==> src/rtl/scaler_line_writer_if.sv <==
// Pixel-stream / line-buffer port bundle for scaler_line_writer.
//   s_valid, s_ready, s_data, s_last : upstream pixel stream handshake
//   ram_addr, ram_wr_data, ram_wr_en : line-buffer RAM port-A write side
//   line_valid, line_bank, line_len  : completed-line presentation downstream
//   line_rel                         : downstream release pulse for the presented bank
//   ovf_err                          : sticky line-overflow flag
// Modport slave is the writer block; modport master is whoever drives the stream
// and consumes lines.
interface scaler_line_writer_if #(
    parameter int ADDR_WIDTH = 11,
    parameter int DATA_WIDTH = 8
);
    logic                  s_valid;
    logic                  s_ready;
    logic [DATA_WIDTH-1:0] s_data;
    logic                  s_last;
    logic [ADDR_WIDTH-1:0] ram_addr;
    logic [DATA_WIDTH-1:0] ram_wr_data;
    logic                  ram_wr_en;
    logic                  line_valid;
    logic                  line_bank;
    logic [ADDR_WIDTH-1:0] line_len;
    logic                  line_rel;
    logic                  ovf_err;

    modport slave (
        input  s_valid, s_data, s_last, line_rel,
        output s_ready, ram_addr, ram_wr_data, ram_wr_en,
        output line_valid, line_bank, line_len, ovf_err
    );

    modport master (
        output s_valid, s_data, s_last, line_rel,
        input  s_ready, ram_addr, ram_wr_data, ram_wr_en,
        input  line_valid, line_bank, line_len, ovf_err
    );
endinterface

==> src/rtl/scaler_line_writer.sv <==
// Double-banked line writer for a scaler line buffer.
// Incoming pixels are written into one of two RAM banks (bank = address MSB).
// A line closes on s_last, or forcibly when the bank fills (overflow: the rest
// of that line is dropped and ovf_err latches). Closed lines are presented in
// completion order until the consumer releases them with line_rel.
// Ports:
//   clk  : rising-edge clock
//   rst  : synchronous active-high reset
//   bus  : scaler_line_writer_if.slave (stream in, RAM write out, line handoff)
module scaler_line_writer #(
    parameter int ADDR_WIDTH = 11,
    parameter int DATA_WIDTH = 8
) (
    input  logic                   clk,
    input  logic                   rst,
    scaler_line_writer_if.slave    bus
);
    localparam int COL_W = ADDR_WIDTH - 1;
    localparam logic [COL_W-1:0]      COL_MAX  = {COL_W{1'b1}};
    localparam logic [ADDR_WIDTH-1:0] BANK_LEN = {1'b1, {COL_W{1'b0}}};
    localparam logic [ADDR_WIDTH-1:0] ONE_LEN  = {{COL_W{1'b0}}, 1'b1};

    typedef enum logic [1:0] {
        ST_FILL  = 2'd0,
        ST_DROP  = 2'd1,
        ST_STALL = 2'd2
    } state_t;

    state_t                         state_r, state_nxt_s;
    logic                           wbank_r, wbank_nxt_s;
    logic                           rbank_r, rbank_nxt_s;
    logic [COL_W-1:0]               col_r, col_nxt_s;
    logic [1:0]                     full_r, full_nxt_s;
    logic [1:0][ADDR_WIDTH-1:0]     len_r, len_nxt_s;
    logic                           ovf_err_r, ovf_set_s;
    logic                           wr_en_r, wr_en_nxt_s;
    logic [ADDR_WIDTH-1:0]          wr_addr_r;
    logic [DATA_WIDTH-1:0]          wr_data_r;
    logic                           ready_s;
    logic                           accept_s;
    logic                           rel_fire_s;

    // Ready depends only on the FSM state (held low during reset).
    assign ready_s    = ~rst & (state_r != ST_STALL);
    assign accept_s   = bus.s_valid & ready_s;
    assign rel_fire_s = bus.line_rel & full_r[rbank_r];

    // Next-state logic: release of the presented bank, pixel accounting and line closing.
    always_comb begin
        state_nxt_s = state_r;
        wbank_nxt_s = wbank_r;
        rbank_nxt_s = rbank_r;
        col_nxt_s   = col_r;
        full_nxt_s  = full_r;
        len_nxt_s   = len_r;
        ovf_set_s   = 1'b0;
        wr_en_nxt_s = 1'b0;

        // Release is applied first so a line closing this same cycle sees the
        // freed bank and does not stall needlessly.
        if (rel_fire_s) begin
            full_nxt_s[rbank_r] = 1'b0;
            rbank_nxt_s         = ~rbank_r;
        end else begin
            rbank_nxt_s = rbank_r;
        end

        case (state_r)
            ST_FILL: begin
                if (accept_s) begin
                    wr_en_nxt_s = 1'b1;
                    if (bus.s_last) begin
                        len_nxt_s[wbank_r]  = {1'b0, col_r} + ONE_LEN;
                        full_nxt_s[wbank_r] = 1'b1;
                        wbank_nxt_s         = ~wbank_r;
                        col_nxt_s           = {COL_W{1'b0}};
                        state_nxt_s         = full_nxt_s[~wbank_r] ? ST_STALL : ST_FILL;
                    end else if (col_r == COL_MAX) begin
                        // Bank is full but the line goes on: close it at
                        // capacity and discard pixels up to s_last.
                        len_nxt_s[wbank_r]  = BANK_LEN;
                        full_nxt_s[wbank_r] = 1'b1;
                        wbank_nxt_s         = ~wbank_r;
                        col_nxt_s           = {COL_W{1'b0}};
                        ovf_set_s           = 1'b1;
                        state_nxt_s         = ST_DROP;
                    end else begin
                        col_nxt_s = col_r + {{(COL_W-1){1'b0}}, 1'b1};
                    end
                end else begin
                    state_nxt_s = ST_FILL;
                end
            end
            ST_DROP: begin
                if (accept_s && bus.s_last) begin
                    state_nxt_s = full_nxt_s[wbank_r] ? ST_STALL : ST_FILL;
                end else begin
                    state_nxt_s = ST_DROP;
                end
            end
            ST_STALL: begin
                if (!full_r[wbank_r]) begin
                    state_nxt_s = ST_FILL;
                end else begin
                    state_nxt_s = ST_STALL;
                end
            end
            default: begin
                state_nxt_s = ST_FILL;
            end
        endcase
    end

    // State, bank bookkeeping and registered RAM write port.
    always_ff @(posedge clk) begin
        if (rst) begin
            state_r   <= ST_FILL;
            wbank_r   <= 1'b0;
            rbank_r   <= 1'b0;
            col_r     <= {COL_W{1'b0}};
            full_r    <= 2'b00;
            len_r     <= {(2*ADDR_WIDTH){1'b0}};
            ovf_err_r <= 1'b0;
            wr_en_r   <= 1'b0;
            wr_addr_r <= {ADDR_WIDTH{1'b0}};
            wr_data_r <= {DATA_WIDTH{1'b0}};
        end else begin
            state_r   <= state_nxt_s;
            wbank_r   <= wbank_nxt_s;
            rbank_r   <= rbank_nxt_s;
            col_r     <= col_nxt_s;
            full_r    <= full_nxt_s;
            len_r     <= len_nxt_s;
            ovf_err_r <= ovf_err_r | ovf_set_s;
            wr_en_r   <= wr_en_nxt_s;
            if (wr_en_nxt_s) begin
                wr_addr_r <= {wbank_r, col_r};
                wr_data_r <= bus.s_data;
            end else begin
                wr_addr_r <= wr_addr_r;
                wr_data_r <= wr_data_r;
            end
        end
    end

    assign bus.s_ready     = ready_s;
    assign bus.ram_addr    = wr_addr_r;
    assign bus.ram_wr_data = wr_data_r;
    assign bus.ram_wr_en   = wr_en_r;
    assign bus.line_valid  = full_r[rbank_r];
    assign bus.line_bank   = rbank_r;
    assign bus.line_len    = len_r[rbank_r];
    assign bus.ovf_err     = ovf_err_r;
endmodule

==> src/flat_wrapper.sv <==
// flat-port wrapper written by rule: the top's interface ports become plain ports
module scaler_line_writer_flat 
#(
    parameter int ADDR_WIDTH = 11,
    parameter int DATA_WIDTH = 8
)
  (clk, rst, bus_s_valid, bus_s_data, bus_s_last, bus_line_rel, bus_s_ready, bus_ram_addr, bus_ram_wr_data, bus_ram_wr_en, bus_line_valid, bus_line_bank, bus_line_len, bus_ovf_err);
  scaler_line_writer_if #(.ADDR_WIDTH(ADDR_WIDTH), .DATA_WIDTH(DATA_WIDTH)) bus_i ();
  input  logic clk;
  input  logic rst;
  input wire logic [$bits(bus_i.s_valid)-1:0] bus_s_valid;
  input wire logic [$bits(bus_i.s_data)-1:0] bus_s_data;
  input wire logic [$bits(bus_i.s_last)-1:0] bus_s_last;
  input wire logic [$bits(bus_i.line_rel)-1:0] bus_line_rel;
  output wire logic [$bits(bus_i.s_ready)-1:0] bus_s_ready;
  output wire logic [$bits(bus_i.ram_addr)-1:0] bus_ram_addr;
  output wire logic [$bits(bus_i.ram_wr_data)-1:0] bus_ram_wr_data;
  output wire logic [$bits(bus_i.ram_wr_en)-1:0] bus_ram_wr_en;
  output wire logic [$bits(bus_i.line_valid)-1:0] bus_line_valid;
  output wire logic [$bits(bus_i.line_bank)-1:0] bus_line_bank;
  output wire logic [$bits(bus_i.line_len)-1:0] bus_line_len;
  output wire logic [$bits(bus_i.ovf_err)-1:0] bus_ovf_err;
  assign bus_i.s_valid = bus_s_valid;
  assign bus_i.s_data = bus_s_data;
  assign bus_i.s_last = bus_s_last;
  assign bus_i.line_rel = bus_line_rel;
  assign bus_s_ready = bus_i.s_ready;
  assign bus_ram_addr = bus_i.ram_addr;
  assign bus_ram_wr_data = bus_i.ram_wr_data;
  assign bus_ram_wr_en = bus_i.ram_wr_en;
  assign bus_line_valid = bus_i.line_valid;
  assign bus_line_bank = bus_i.line_bank;
  assign bus_line_len = bus_i.line_len;
  assign bus_ovf_err = bus_i.ovf_err;
  scaler_line_writer #(.ADDR_WIDTH(ADDR_WIDTH), .DATA_WIDTH(DATA_WIDTH)) u_core (.clk(clk), .rst(rst), .bus(bus_i));
endmodule
==> config.mk <==
export PLATFORM = sky130hd
export DESIGN_NAME = scaler_line_writer_flat
export DESIGN_NICKNAME = d
export VERILOG_FILES = /design/src/rtl/scaler_line_writer_if.sv /design/src/rtl/scaler_line_writer.sv /design/src/flat_wrapper.sv
export SDC_FILE = /design/constraint.sdc
export NUM_CORES = 1
export LEC_CHECK = 0
export CAP_MARGIN = 10
export CORE_AREA = 2 2 78 80
export DETAILED_ROUTE_END_ITERATION = 10
export DIE_AREA = 0 0 80 82
export HOLD_SLACK_MARGIN = 0.08
export PLACE_DENSITY = 0.69
export SLEW_MARGIN = 10
export SYNTH_ARGS = -nofsm -noshare
export SYNTH_HDL_FRONTEND = slang
export SYNTH_SLANG_ARGS = --single-unit
==> constraint.sdc <==
create_clock -name clk -period 2.8 [get_ports clk]
set_input_delay 0.28 -clock clk [delete_from_list [all_inputs] [get_ports clk]]
set_output_delay 0.28 -clock clk [all_outputs]
set_load 0.02 [all_outputs]
==> results of run 1 <==
==> area by class of cell <==
class,count,area share (%)
clock buffer,12,4.56
clock inverter,3,0.472
inverter,7,0.826
multi-input combinational,196,38.3
sequential,59,37.1
tap,75,2.95
timing repair buffer,51,15.7
==> logic make-up (layout without fill, tap and decap cells) <==
group                    Yosys count  in the layout  synth area share (%)
AND/OR/NAND/NOR                   96             96                  18.0
XOR/XNOR                           5              5                  1.75
flip-flops                        59             59                  47.1
multiplexers                      14             14                  6.24
adder cells (fa/ha/maj)            1              1                 0.499
buffers and inverters             27             73                  4.24
AO/OA/AOI/OAI                     80             80                  22.2
==> flip-flops by register name, indices dropped and copies added, names as in the netlist <==
| register | flops |
|---|---|
| u_core.bus.ram_wr_data | 8 |
| u_core.bus.ram_addr | 11 |
| u_core.full_r | 2 |
| u_core.col_r | 10 |
| u_core.bus.ovf_err | 1 |
| u_core.bus.line_bank | 1 |
| u_core.bus.ram_wr_en | 1 |
| u_core.len_r | 22 |
| u_core.wbank_r | 1 |
| u_core.state_r | 2 |
==> per-layer routing <==
metal / up-vias / part of all wire [%] / GRT usage, %
li1: 1096 / - / -
met1: 1003 / 47 / 23.7
met2: 45 / 48 / 28.9
met3: 5 / 4.3 / 4.73
met4: 0 / 1.1 / 7.12
met5: - / 0 / 0
==> placed cells by master, fill, tap and decap left out, drive strengths merged, types with 8 or more instances in the layout <==
cell and instances:
dfxtp 59, nand2 51, clkdlybuf4s50 47, a21oi 33
mux2 13, o2bb2ai 12, clkbuf 12, nor2 9
o21ai 9, nand3 8
==> how the worst max path moves through the flow <==
stage / from / end / cells past startpoint
floorplan: u_core.col_r[1]$_SDFFE_PP0P_ / u_core.col_r[5]$_SDFFE_PP0P_ / 5
global placement: bus_s_valid / u_core.col_r[9]$_SDFFE_PP0P_ / 6
detailed placement: bus_s_valid / u_core.col_r[9]$_SDFFE_PP0P_ / 6
CTS: u_core.bus.line_bank$_SDFFE_PP0N_ / bus_line_len[0] / 2
global route: u_core.bus.line_bank$_SDFFE_PP0N_ / bus_line_len[4] / 2
finish: u_core.bus.line_bank$_SDFFE_PP0N_ / bus_line_len[10] / 2
==> worst register-to-register path: stages, from the launching register on <==
cell,delay (ns)
dfxtp_1,0.52
ha_1,0.29
nand4_1,0.17
nor3_1,0.54
a21oi_1,0.13
a2111oi_0,0.38
==> power groups by stage <==
stage	sequential (W)	clock, W	combinational, W
2_1_floorplan	0.000885	0	0.0000682
3_3_place_gp	0.000883	0	0.000125
3_5_place_dp	0.000883	0	0.000126
4_1_cts	0.000865	0.000652	0.000127
5_1_grt	0.000866	0.000698	0.000137
6_report	0.000865	0.000638	0.000126
==> through the flow <==
| step | hold WS, ns | cell area, um^2 |
|---|---|---|
| 4_1_cts | 0.455 | 3180 |
| 2_1_floorplan | 0.399 | 2510 |
| 3_5_place_dp | 0.447 | 3020 |
| 5_1_grt | 0.473 | 3180 |
| 6_report | 0.453 | 3180 |
| 3_3_place_gp | 0.441 | 3020 |
==> results_dict.tcl, run 1 <==
set metrics [dict create \
    status "complete, no violations" \
    synthCells 282 \
    chipHeight_um 82 \
    arrival_ns 2.06 \
    grt_util_all_layers_pct 18.2 \
    power.internal_w 0.00124 \
    crit_type "reg -> out" \
    die_w_um 80 \
    hold_end "u_core.bus.ram_wr_data[5]$_SDFFE_PP0P_" \
    gp_congestion 0.782 \
    final.setup_skew_ns 0.00415 \
    fin_util_pct 55.4 \
    grt_overflow 0 \
    insertion_delay_ns 0.32 \
    setup_tns_ns 0 \
    regArea_um2 1180 \
    io_pins 48 \
    postCtsSetupBuffers 0 \
    ys_top_cells_by_area "dfxtp_1, nand2_1, a21oi_1" \
    sw_frac_of_total_pct 23.7 \
    slew_violations 0 \
    drive_above_1_share_pct 12.2 \
    reg2reg_from "u_core.col_r[0]$_SDFFE_PP0P_" \
    holdPathStages 2 \
    root_buffer "clkbuf_8" \
    avgRoutedWirePerCell_um 14.3 \
    endpoint_kind "primary output" \
    crit_family "flip-flops" \
    r2r_cells 5 \
    die-area_um2 6560 \
    clk_pin_slew_ns 0.06 \
    fin_crit_sh_pct 83.5 \
    io_buffers 47 \
    areaGrowthSynthToFinish_pct 26.9 \
    totalPowerFinal_w 0.00163 \
    synth_area_per_cell_um2 8.89 \
    grt_max_degree 44 \
    dp_cells 388 \
    final_cells 403 \
    cts_resized 0 \
    drt_iter0_markers 168 \
    yosysTopAreaCell "dfxtp_1" \
    vias_per_cell 5.33 \
    vias 2149 \
    nFillCells 545 \
    crit_chain "mux2_2, clkdlybuf4s50_1" \
    hold_viol_final 0 \
    cts_buffers 9 \
    ys.flop_type "dfxtp_1" \
    drv_cap 0 \
    ant_nets 0 \
    critical-path-max-stage-delay_ns 0.77 \
    slowest_stage "dfxtp_1" \
    p_per_area_nw_per_um2 512 \
    r2r_slack_ns 0.65 \
    fmax_ghz 0.428 \
    netlist_area_um2 2510 \
    path_buf_inv 1 \
    drt_wl_total_um 5770 \
    combPwrFrac_pct 7.7 \
    grt_antenna_before_repair 0 \
    crit_required_ns 2.52 \
    ys_seq_area_share_pct 47.1 \
    synth_fp_nets 296 \
    drc 0 \
    grt_pass1_wl_um 9200 \
    finalCriticalPeriod_ns 2.34 \
    multi_input_area_um2 1220 \
    synth_top_area_share_pct 47.1 \
    cts_max_level 3 \
    num_antenna_cells 0 \
    dpl_worst_slack_ns 0.414 \
    yosysWarnings 0 \
    clockBufferDepth 2 \
    postCtsHoldBufs 0 \
    fin_ws_ns 0.461 \
    r2r_end "u_core.state_r[0]$_SDFFE_PP0P_" \
    ys_ff_latch 59 \
    async_flop_share_pct 0 \
    synth_edf_count 0 \
    coreArea_um2 5750 \
    synthTopCellsByCount "dfxtp_1, nand2_1, a21oi_1" \
    p_seq_share_pct 53.1 \
    rsz0062_at_grt "false" \
    holdCritStartpoint "u_core.bus.ram_wr_data[5]$_SDFFE_PP0P_" \
    vdd_drop_max_mv 0.432 \
    leakagePower_nw 1.09 \
    hold_class "reg -> reg" \
    finalSetupViolCount 0 \
    nets 338 \
    placementRows 28 \
    cp-start-kind "flip-flop" \
    clock-sinks 59 \
    dp_hpwl_um 3890 \
    synth_cell_types 48 \
    maxSlewHeadroom_pct 52.9 \
    critPathMaxFanout 18 \
    worstMarginPinSlew_ns 0.706 \
    synth.most_common_cell "dfxtp_1" \
    cts_tree "done" \
    initial_core_util_pct 43.6 \
    grt_pass1_vias 1928 \
    clockPowerShare_pct 39.2 \
    dr.pass1.iters 4 \
    p_sw_w 0.000386 \
]
Note: power is estimated with default switching activity, not from simulation.
==> inputs of run 2 (changes only) <==
==> constraint.sdc (replaced) <==
create_clock -name clk -period 2.3 [get_ports clk]
set_input_delay 0.23 -clock clk [delete_from_list [all_inputs] [get_ports clk]]
set_output_delay 0.23 -clock clk [all_outputs]
set_load 0.02 [all_outputs]
==> run 2 against run 1 <==
  * Via count increased by 3.7%
  * Sequential power increased by 21%
  * Register-to-register slack got worse by 0.36 ns
  * Final area increased by 4.1%
  * Non-clock buffer count increased by 8
  * Critical path depth unchanged
  * Clock power increased by 72%
  * Largest cell class unchanged
==> results_dict.tcl, run 2 (synthesized netlist as in run 1, its figures left out) <==
set metrics [dict create \
    status "complete, no violations" \
    maxSlewHeadroom_pct 63.0 \
    gp_congestion 0.773 \
    drv_cap 0 \
    die-area_um2 6560 \
    grt_overflow 0 \
    cp-start-kind "flip-flop" \
    hold_viol_final 0 \
    critPathMaxFanout 18 \
    rsz0062_at_grt "false" \
    slowest_stage "dfxtp_2" \
    cts_buffers 9 \
    totalPowerFinal_w 0.00232 \
    crit_type "reg -> out" \
    root_buffer "clkbuf_8" \
    place_area_um2 3080 \
    layout_common_cells "dfxtp_1, nand2_1, clkdlybuf4s50_1" \
    die_w_um 80 \
    nFillCells 551 \
    drt_wl_total_um 6010 \
    vdd_drop_max_mv 0.528 \
    ant_nets 0 \
    layout_commonest_cell "dfxtp_1" \
    arrival_ns 1.84 \
    fin_hold_ws_ns 0.438 \
    grt_util_all_layers_pct 20.1 \
    vias 2229 \
    dr.pass1.iters 4 \
    num_antenna_cells 0 \
    largest_register_ffs 22 \
    areaGrowthSynthToFinish_pct 32.1 \
    finalSetupViolCount 0 \
    drc 0 \
    drt_iter0_markers 195 \
    largest-register "u_core.len_r" \
    endpoint_kind "primary output" \
    leakagePower_nw 1.16 \
    postCtsHoldBufs 0 \
    nets 346 \
    grt_pass1_vias 2108 \
    fmax_ghz 0.483 \
    coreArea_um2 5750 \
    avgRoutedWirePerCell_um 14.6 \
    final_area_um2 3310 \
    p_per_area_nw_per_um2 700 \
    drive_above_1_share_pct 15.2 \
    clockBufferDepth 2 \
    initial_core_util_pct 43.6 \
    vias_per_cell 5.42 \
    crit_chain "mux2_2, clkdlybuf4s50_1" \
    regArea_um2 1180 \
    final.setup_skew_ns 0.00856 \
    grt_max_degree 44 \
    grt_antenna_before_repair 0 \
    grt_pass1_wl_um 10100 \
    multi_input_area_um2 1220 \
    finalCriticalPeriod_ns 2.07 \
    cts_max_level 3 \
    io_pins 48 \
    hold_class "in -> reg" \
    slew_violations 0 \
    cts_tree "done" \
    io_buffers 47 \
    worstMarginPinSlew_ns 0.550 \
    r2r_slack_ns 0.29 \
    fin_crit_sh_pct 90.1 \
    setup_tns_ns 0 \
    crit_required_ns 2.07 \
    chipHeight_um 82 \
    clock-sinks 59 \
    clk_pin_slew_ns 0.06 \
    critical-path-max-stage-delay_ns 0.57 \
    placementRows 28 \
    dp_hpwl_um 4120 \
    insertion_delay_ns 0.34 \
]
## run 2: path summary, 6_finish.rpt
check | from | depth (start not counted) | endpoint
worst min register to register | u_core.bus.ram_addr[9]$_SDFFE_PP0P_ | 2 | u_core.bus.ram_addr[9]$_SDFFE_PP0P_
worst max-delay path | u_core.bus.line_bank$_SDFFE_PP0N_ | 2 | bus_line_len[9]
worst max register to register | u_core.col_r[1]$_SDFFE_PP0P_ | 5 | u_core.col_r[5]$_SDFFE_PP0P_
worst min-delay path | bus_s_data[7] | 3 | u_core.bus.ram_wr_data[7]$_SDFFE_PP0P_
## run 2: cell type report
type / instances / share of cell area, %
inverter: 7 / 0.793
clock inverter: 6 / 3.17
sequential: 59 / 35.7
clock buffer: 9 / 3.74
timing repair buffer: 59 / 16.9
tap: 75 / 2.83
multi-input combinational: 196 / 36.8
## run 2: routing by layer
layer | GRT usage, % | routed length [um]
met3 | 6.48 | 306
met2 | 33.0 | 2890
met5 | 0 | 0
met1 | 24.1 | 2660
met4 | 8.98 | 154
## run 2: critical path: cells and delay by family (launching register included)
| kind | cells | cell delay [ns] |
|---|---|---|
| DFF | 1 | 0.57 |
| buffers and inverters | 1 | 0.53 |
| muxes | 1 | 0.40 |
## run 2: power breakdown
| group | switching (W) | total, W | leakage (nW) | internal, W |
|---|---|---|---|---|
| Clock | 0.000394 | 0.00110 | 0.119 | 0.000707 |
| Combinational | 0.0000940 | 0.000168 | 0.565 | 0.0000736 |
| Sequential | 0.0000109 | 0.00105 | 0.478 | 0.00104 |
| Total | 0.000499 | 0.00232 | 1.16 | 0.00182 |
## run 2: stage by stage
step                std cells  utilization, %  worst slack, ns
floorplan                 282               -            0.483
global placement          396            53.6            0.189
detailed placement        396            53.6            0.137
CTS                       411            57.6            0.204
global route              411            57.6            0.123
finish                    411            57.6            0.228
## run 2: repair_timing
action / CTS / global route
setup endpoints to repair: 12 / 0
setup buffers: 0 / 0
resized for setup: 1 / 0
